[src/rtl/mux_4to1_rr_sel_if.sv]
// ----------------------------------------------------------------------------
// mux_4to1_rr_sel_if
// Bundles the request/handshake/select signals between the round-robin
// select generator and its surroundings.
//   req    [3:0]  per-source request (bit 0 = a ... bit 3 = d)
//   ready         downstream accepts the current mux output
//   sel    [1:0]  mux select code driven by the arbiter
//   grant  [3:0]  one-hot owning source, 0 when idle
//   valid         mux output is valid this cycle
//   last          current beat is the final beat of the grant
// Modports:
//   master - the arbiter (drives sel/grant/valid/last)
//   slave  - the sources and consumer (drive req/ready)
// ----------------------------------------------------------------------------
interface mux_4to1_rr_sel_if;
    logic [3:0] req;
    logic       ready;
    logic [1:0] sel;
    logic [3:0] grant;
    logic       valid;
    logic       last;

    modport master (
        input  req,
        input  ready,
        output sel,
        output grant,
        output valid,
        output last
    );

    modport slave (
        output req,
        output ready,
        input  sel,
        input  grant,
        input  valid,
        input  last
    );
endinterface

[src/rtl/mux_4to1_rr_sel.sv]
// ----------------------------------------------------------------------------
// mux_4to1_rr_sel
// Round-robin select generator for a 4:1 output mux. Picks one of four
// requesting sources, drives the mux select code and a one-hot grant, and
// hands the selected data downstream with a valid/ready handshake. A granted
// source may move up to BURST beats before the pointer rotates.
// Parameters:
//   BURST  maximum beats per grant, 1..15
// Ports:
//   clk    rising-edge clock
//   rst    synchronous active-high reset
//   bus    mux_4to1_rr_sel_if.master (req, ready in; sel, grant, valid, last out)
// ----------------------------------------------------------------------------
module mux_4to1_rr_sel #(
    parameter int BURST = 4
) (
    input  logic                  clk,
    input  logic                  rst,
    mux_4to1_rr_sel_if.master     bus
);

    typedef enum logic {
        IDLE  = 1'b0,
        GRANT = 1'b1
    } state_t;

    localparam logic [3:0] LAST_CNT = 4'(BURST - 1);

    state_t     state, state_d;
    logic [1:0] sel_q, sel_d;
    logic [3:0] grant_q, grant_d;
    logic [3:0] cnt_q, cnt_d;
    logic [1:0] ptr;
    logic [1:0] pick;
    logic       valid;

    // Search starts one past the most recently selected source, so the
    // source just served gets lowest priority next time.
    assign ptr = sel_q + 2'd1;

    // Walk the offsets from farthest to nearest so the nearest set request
    // (in wrap order from ptr) is the one left in pick.
    always_comb begin
        pick = ptr;
        for (int i = 3; i >= 0; i--) begin
            if (bus.req[ptr + 2'(i)]) begin
                pick = ptr + 2'(i);
            end
        end
    end

    // NOTE: every signal assigned here gets a default first; a path that
    // leaves one unassigned would infer a latch.
    always_comb begin
        state_d = state;
        sel_d   = sel_q;
        grant_d = grant_q;
        cnt_d   = cnt_q;
        valid   = 1'b0;

        unique case (state)
            IDLE: begin
                if (bus.req != 4'b0000) begin
                    sel_d   = pick;
                    grant_d = 4'b0001 << pick;
                    cnt_d   = 4'd0;
                    state_d = GRANT;
                end
            end
            GRANT: begin
                // valid follows the owner's request combinationally.
                valid = bus.req[sel_q];
                if (!bus.req[sel_q]) begin
                    // Owner withdrew before its beat moved: end the grant.
                    grant_d = 4'b0000;
                    state_d = IDLE;
                end else if (bus.ready) begin
                    if (cnt_q == LAST_CNT) begin
                        grant_d = 4'b0000;
                        state_d = IDLE;
                    end else begin
                        cnt_d = cnt_q + 4'd1;
                    end
                end
                // valid && !ready: everything holds (defaults).
            end
            default: begin
                state_d = IDLE;
                grant_d = 4'b0000;
            end
        endcase
    end

    // NOTE: state registers use non-blocking assignments so every flop
    // samples its pre-edge inputs regardless of statement order.
    always_ff @(posedge clk) begin
        if (rst) begin
            state   <= IDLE;
            sel_q   <= 2'b11;   // first search after reset starts at source a
            grant_q <= 4'b0000;
            cnt_q   <= 4'd0;
        end else begin
            state   <= state_d;
            sel_q   <= sel_d;
            grant_q <= grant_d;
            cnt_q   <= cnt_d;
        end
    end

    assign bus.sel   = sel_q;
    assign bus.grant = grant_q;
    assign bus.valid = valid;
    assign bus.last  = valid && (cnt_q == LAST_CNT);

endmodule

[src/flat_wrapper.sv]
// flat-port wrapper written by rule: the top's interface ports become plain ports
module mux_4to1_rr_sel_flat 
#(
    parameter int BURST = 4
)
  (clk, rst, bus_req, bus_ready, bus_sel, bus_grant, bus_valid, bus_last);
  mux_4to1_rr_sel_if bus_i ();
  input  logic clk;
  input  logic rst;
  input wire logic [$bits(bus_i.req)-1:0] bus_req;
  input wire logic [$bits(bus_i.ready)-1:0] bus_ready;
  output wire logic [$bits(bus_i.sel)-1:0] bus_sel;
  output wire logic [$bits(bus_i.grant)-1:0] bus_grant;
  output wire logic [$bits(bus_i.valid)-1:0] bus_valid;
  output wire logic [$bits(bus_i.last)-1:0] bus_last;
  assign bus_i.req = bus_req;
  assign bus_i.ready = bus_ready;
  assign bus_sel = bus_i.sel;
  assign bus_grant = bus_i.grant;
  assign bus_valid = bus_i.valid;
  assign bus_last = bus_i.last;
  mux_4to1_rr_sel #(.BURST(BURST)) u_core (.clk(clk), .rst(rst), .bus(bus_i));
endmodule
[config.mk]
export PLATFORM = sky130hd
export DESIGN_NAME = mux_4to1_rr_sel_flat
export DESIGN_NICKNAME = d
export VERILOG_FILES = /design/src/rtl/mux_4to1_rr_sel_if.sv /design/src/rtl/mux_4to1_rr_sel.sv /design/src/flat_wrapper.sv
export SDC_FILE = /design/constraint.sdc
export NUM_CORES = 1
export LEC_CHECK = 0
export CAP_MARGIN = 20
export CORE_MARGIN = 1.5
export CORE_UTILIZATION = 45
export DETAILED_ROUTE_END_ITERATION = 12
export PLACE_DENSITY = 0.78
export SYNTH_ARGS = -nofsm -noshare
export SYNTH_HDL_FRONTEND = slang
export SYNTH_SLANG_ARGS = --single-unit
export TNS_END_PERCENT = 100
[constraint.sdc]
create_clock -name clk -period 4.9 [get_ports clk]
set_input_delay 1.47 -clock clk [delete_from_list [all_inputs] [get_ports clk]]
set_output_delay 1.47 -clock clk [all_outputs]
set_load 0.02 [all_outputs]
==> run metrics, run 1 <==
Startpoint Class=input pin; wire length per cell=about 13 µm; worst min-delay path class=register to register; most used flip-flop cell after synthesis=dfxtp_1; CP Cell Sequence=clkdlybuf4s50_1, mux4_2, nand2_1, inv_1, clkdlybuf4s50_1; Compound-Gate Fraction of Synth Area=0.230; DRC=0; most frequent cells in the layout=clkdlybuf4s50_1, dfxtp_1, nor2_1, nand2_1, inv_1; Syn. warnings=0; initial antenna violation count=0; Crit Path Class=input pin to primary output; first-pass GRT wire length=~2.2 mm; Initial Util=0.480; post-synthesis simple-gate area fraction=0.251; CP max stage cell=mux4_2; layout cell share with drive strength beyond 1=0.0909; RSZ-0062 raised after global routing=false; Synth Area in XOR/XNOR=0.0421; critical path arrival=3.22 ns; DRT iter0 DRCs=17; Tmin final=roughly 4.7 ns; htree depth=1; PortBufs=14; Area growth syn-to-layout=28.3%; Seq/Total Area, Yosys=0.353; wirelength, routed=1.31 mm; fin crit share=0.956; setup TNS=0 ns; Power Dens Cells=293 nW/µm²; vias=between 500 and 600; Req. time, crit path=3.43 ns; I/O pins=15; Rel. slew slack=0.665; internal power=around 0.16 mW; critical path's largest stage delay=0.56 ns; Die X=~40 µm; Root Driver=clkbuf_4; post-synthesis cell area=~620 µm²; sw frac=0.315; synthesized area per cell=a little under 9 µm²; max-cap violation count=0; total track usage=0.196; Psw=0.0737 mW; Max Freq=roughly 210 MHz; Post-Synth Adder-Cell Area=0.0200; ys async rst share=0; Post-Route Skew=about 0.0028 ns; combinational power share=0.281; Congestion Overflow GR=0; post-place setup slack=about 0.2 ns; first-pass iteration count of the detailed router=4; Core ar.=1300 µm²; total power=around 0.23 mW; Die ar.=approximately 1600 µm²; clock slew at reported path FFs=~0.08 ns; power share of the clock group=0.268; Final setup viols=0; most common cell after layout, fill and taps aside=clkdlybuf4s50_1; Post-CTS Resized=0; Max IR drop VDD=roughly 0.15 mV; hold_buf cts=0; Worst-Margin Slew=slightly below 0.5 ns; TritonCTS Buffers=3; largest net degree at the start of global routing=13; critical path capture point type=primary output; Pins Over Slew Limit=0; main combinational cell family by area after synthesis=simple AND/OR/NAND/NOR gates; vias in the first global route=~550; Mapped Cells=72; n_diodes=0; Fin. Hold Viols=0; clock sinks=11; Worst-Skew Late Latency=about 0.26 ns; Post-layout nets=97; net count after synthesis=80; postcts setup bufs=0; setup ws final=between 0.2 and 0.25 ns; CTS Buffer Depth=2; post-synthesis cell type count=34; Flop pwr share=0.451; row cnt=13; Lkg Pwr=between 0.3 and 0.4 nW; mux share of post-synthesis cell area=0.0361; CTS tree=yes; die height=a little over 40 µm; EDFF count, synth=0; Yosys reg bits=11; vias per cell=roughly 5.7; RePlAce Congestion=0.818; cell with the most instances on the worst path=clkdlybuf4s50_1; status=finished, final reports clean; antenna viol nets, final=0; DP Wirelength=997 µm; Worst Path Max Fanout=6
[registers in the layout, indices dropped and copies added (netlist names)]
name / count
u_core.bus.grant: 4
u_core.cnt_q: 4
u_core.bus.sel: 2
u_core.state: 1
[cells by family after synthesis]
| family | count (synthesis) |
|---|---|
| XOR/XNOR | 3 |
| adder cells (fa/ha/maj) | 1 |
| AO/OA/AOI/OAI | 18 |
| buffers and inverters | 9 |
| multiplexers | 1 |
| flip-flops | 11 |
| AND/OR/NAND/NOR | 29 |
[final cells by class]
class                      instances  area [µm²]
fill                             113         500
multi-input combinational         52         362
sequential                        11         220
timing repair buffer              16         155
clock buffer                       4        26.3
inverter                           5        18.8
tap                               15        18.8
[layer usage]
layer / vias up / routed length, µm / GRT usage
li1: 302 / - / -
met1: 268 / 636 / 0.262
met2: 11 / 609 / 0.319
met3: 2 / 55 / 0.0444
met4: 0 / 6 / 0.0500
met5: - / 0 / 0
[path summary, 6_finish.rpt]
check,start,end,slack [ns],depth (start not counted)
max,bus_req[3],bus_valid,0.21,5
min,u_core.bus.grant[0]$_SDFFE_PP0P_,u_core.bus.grant[0]$_SDFFE_PP0P_,0.47,2
max reg2reg,u_core.bus.sel[0]$_SDFFE_PP1P_,u_core.bus.grant[2]$_SDFFE_PP0P_,3.18,3
min reg2reg,u_core.bus.grant[0]$_SDFFE_PP0P_,u_core.bus.grant[0]$_SDFFE_PP0P_,0.47,2
[power groups by stage]
stage	sequential [mW]	clock, mW	combinational, mW
after floorplan	0.109	0	0.0403
after global placement	0.107	0	0.0652
after detailed placement	0.108	0	0.0659
after CTS	0.106	0.0637	0.0662
after global routing	0.107	0.0651	0.0721
final	0.106	0.0627	0.0658
[Yosys cell counts (2+ instances only)]
library cell / number / share of area
clkbuf_1: 2 / 0.012
nor3_1: 3 / 0.024
a32o_1: 3 / 0.048
nand2b_1: 2 / 0.020
nor2_1: 6 / 0.036
dfxtp_1: 11 / 0.35
nand4_1: 2 / 0.020
and2_1: 2 / 0.020
o41ai_1: 2 / 0.028
xor2_1: 2 / 0.028
a211o_1: 2 / 0.028
a21oi_1: 2 / 0.016
nand3_1: 3 / 0.024
o22ai_1: 2 / 0.020
nand2_1: 5 / 0.030
inv_1: 5 / 0.030
[metrics by stage]
step	cell area, µm²	cells	utilization	hold WS, ns
finish	801	103	0.615	0.468
global route	801	103	0.615	0.516
CTS	801	103	0.615	0.476
detailed placement	774	99	0.595	0.449
global placement	774	99	0.595	0.438
floorplan	624	72	-	0.463
[worst max-delay path, delay by kind of cell]
kind	cells	cell delay (ns)
buffers and inverters	3	1.07
multiplexers	1	0.56
AND/OR/NAND/NOR	1	0.12
(Power assumes the default switching activity.)
==> inputs of run 2 (changes only) <==
--- a/config.mk
+++ b/config.mk
@@ -6,10 +6,10 @@
 export NUM_CORES = 1
 export LEC_CHECK = 0
 export CAP_MARGIN = 20
-export CORE_MARGIN = 1.5
-export CORE_UTILIZATION = 45
+export CORE_AREA = 2 2 39 41
 export DETAILED_ROUTE_END_ITERATION = 12
-export PLACE_DENSITY = 0.78
+export DIE_AREA = 0 0 41 43
+export PLACE_DENSITY = 0.8
 export SYNTH_ARGS = -nofsm -noshare
 export SYNTH_HDL_FRONTEND = slang
 export SYNTH_SLANG_ARGS = --single-unit
==> run 2 against run 1 <==
Compared with the run above:
- cell count shrank 0.97%
- register-to-register slack lost 0.02 ns
- first-iteration DRC count shrank 12%
- global-route usage shrank 3.3 points
- utilization shrank 4.7 points
- critical path type unchanged
- largest power group unchanged
- highest routed layer unchanged
==> run metrics, run 2 (synthesis gave the netlist of run 1 again) <==
clock slew at reported path FFs=~0.070 ns; most common cell after layout, fill and taps aside=clkdlybuf4s50_1; Register-to-Register Path Depth=4; Core ar.=approximately 1400 µm²; Congestion Overflow GR=0; n_diodes=0; Final setup viols=0; DRT iter0 DRCs=15; Req. time, crit path=about 3.4 ns; Area growth syn-to-layout=26.1%; PortBufs=14; vias in the first global route=~460; Worst-Margin Slew=~0.5 ns; Pins Over Slew Limit=0; worst min-delay path class=register to register; antenna viol nets, final=0; die height=roughly 43 µm; Placed Cells incl. Taps=98; DRC=0; placed inst area=between 700 and 800 µm²; layout cell share with drive strength beyond 1=0.0698; worst r2r src=u_core.cnt_q[0]$_SDFFE_PP0P_; I/O pins=15; RSZ-0062 raised after global routing=false; Crit Path Class=input pin to primary output; total power=between 0.2 and 0.25 mW; RePlAce Congestion=just under 0.7; setup TNS=0 ns; setup ws final=~0.23 ns; Worst Path Max Fanout=6; Hold Path Depth=2; status=finished, final reports clean; initial antenna violation count=0; critical path capture point type=primary output; fin cells=~100; Startpoint Class=input pin; vias=just under 600; DP Wirelength=around 970 µm; Fin. Hold Viols=0; Post-Route Skew=about 0.0067 ns; worst reg2reg path endpoint=u_core.bus.grant[3]$_SDFFE_PP0P_; Tmin final=roughly 4.7 ns; Post-CTS Resized=0; hold path startpoint=u_core.bus.grant[1]$_SDFFE_PP0P_; largest delay contributor family on the critical path=buffers and inverters; Max IR drop VDD=0.173 mV; wirelength, routed=1.29 mm; row cnt=14; critical path's largest stage delay=roughly 0.56 ns; crit path buf inv count=3; CTS tree=yes; postcts setup bufs=0; Reg2Reg Setup Slack=about 3.2 ns; Die ar.=roughly 1800 µm²; critical path arrival=3.20 ns; Hold EP=u_core.bus.grant[1]$_SDFFE_PP0P_; fin crit share=0.953; wire length per cell=about 13 µm; Rel. slew slack=0.663; CTS Buffer Depth=2; cell with the most instances on the worst path=clkdlybuf4s50_1; total track usage=0.163; hold_buf cts=0; Max Freq=approximately 210 MHz; design area=just under 800 µm²; Root Driver=clkbuf_4; first-pass iteration count of the detailed router=4; post-layout util=0.569; Worst-Skew Late Latency=roughly 0.28 ns; CP max stage cell=mux4_2; CP Cell Sequence=clkdlybuf4s50_1, mux4_2, nand2_1, inv_1, clkdlybuf4s50_1; most frequent cells in the layout=clkdlybuf4s50_1, dfxtp_1, nor2_1, nand2_1, inv_1; Power Dens Cells=between 200 and 300 nW/µm²; fill count=135; post-place setup slack=approximately 0.22 ns; htree depth=1; Die X=between 40 and 50 µm; first-pass GRT wire length=approximately 2 mm; clock sinks=11; max-cap violation count=0; Initial Util=0.451; TritonCTS Buffers=3; Lkg Pwr=0.314 nW; vias per cell=approximately 5.8; Post-layout nets=95; hold_ws=0.463 ns; largest net degree at the start of global routing=13
==> run 2: cell types whose count changed in the layout (fill, tap and decap cells not counted) <==
cell / previous run / this run
buf_4: 2 / 0
==> run 2: routing by layer <==
metal / up-vias / track usage / share of wire
met3: 2 / 0.0785 / 0.049
met2: 11 / 0.219 / 0.46
met1: 278 / 0.222 / 0.48
met5: - / 0 / 0
met4: 0 / 0.0600 / 0.0085
li1: 304 / - / -
==> run 2: report_power, final <==
group	internal, mW	switching (mW)
Sequential	0.0963	0.00917
Combinational	0.0319	0.0332
Clock	0.0316	0.0326
Total	0.160	0.0750
==> run 2: final cells by class <==
| type | count | area, µm² | share of cell area |
|---|---|---|---|
| inverter | 5 | 18.8 | 0.0238 |
| timing repair buffer | 14 | 140 | 0.178 |
| clock buffer | 4 | 26.3 | 0.0334 |
| tap | 16 | 20.0 | 0.0254 |
| multi-input combinational | 52 | 362 | 0.459 |
| sequential | 11 | 220 | 0.280 |
==> run 2: worst max path at each step <==
stage,slack (ns),cells after the start,end,startpoint
floorplan,1.26,3,bus_valid,bus_req[3]
global placement,0.25,5,bus_valid,bus_req[3]
detailed placement,0.22,5,bus_valid,bus_req[3]
CTS,0.22,5,bus_valid,bus_req[3]
global route,0.17,5,bus_valid,bus_req[3]
finish,0.23,5,bus_valid,bus_req[3]
==> run 2: tightest hold or removal path, cell delays in order, from the launching register on <==
cell and delay [ns]:
dfxtp_1 0.33, nand2_1 0.05, o41ai_1 0.05
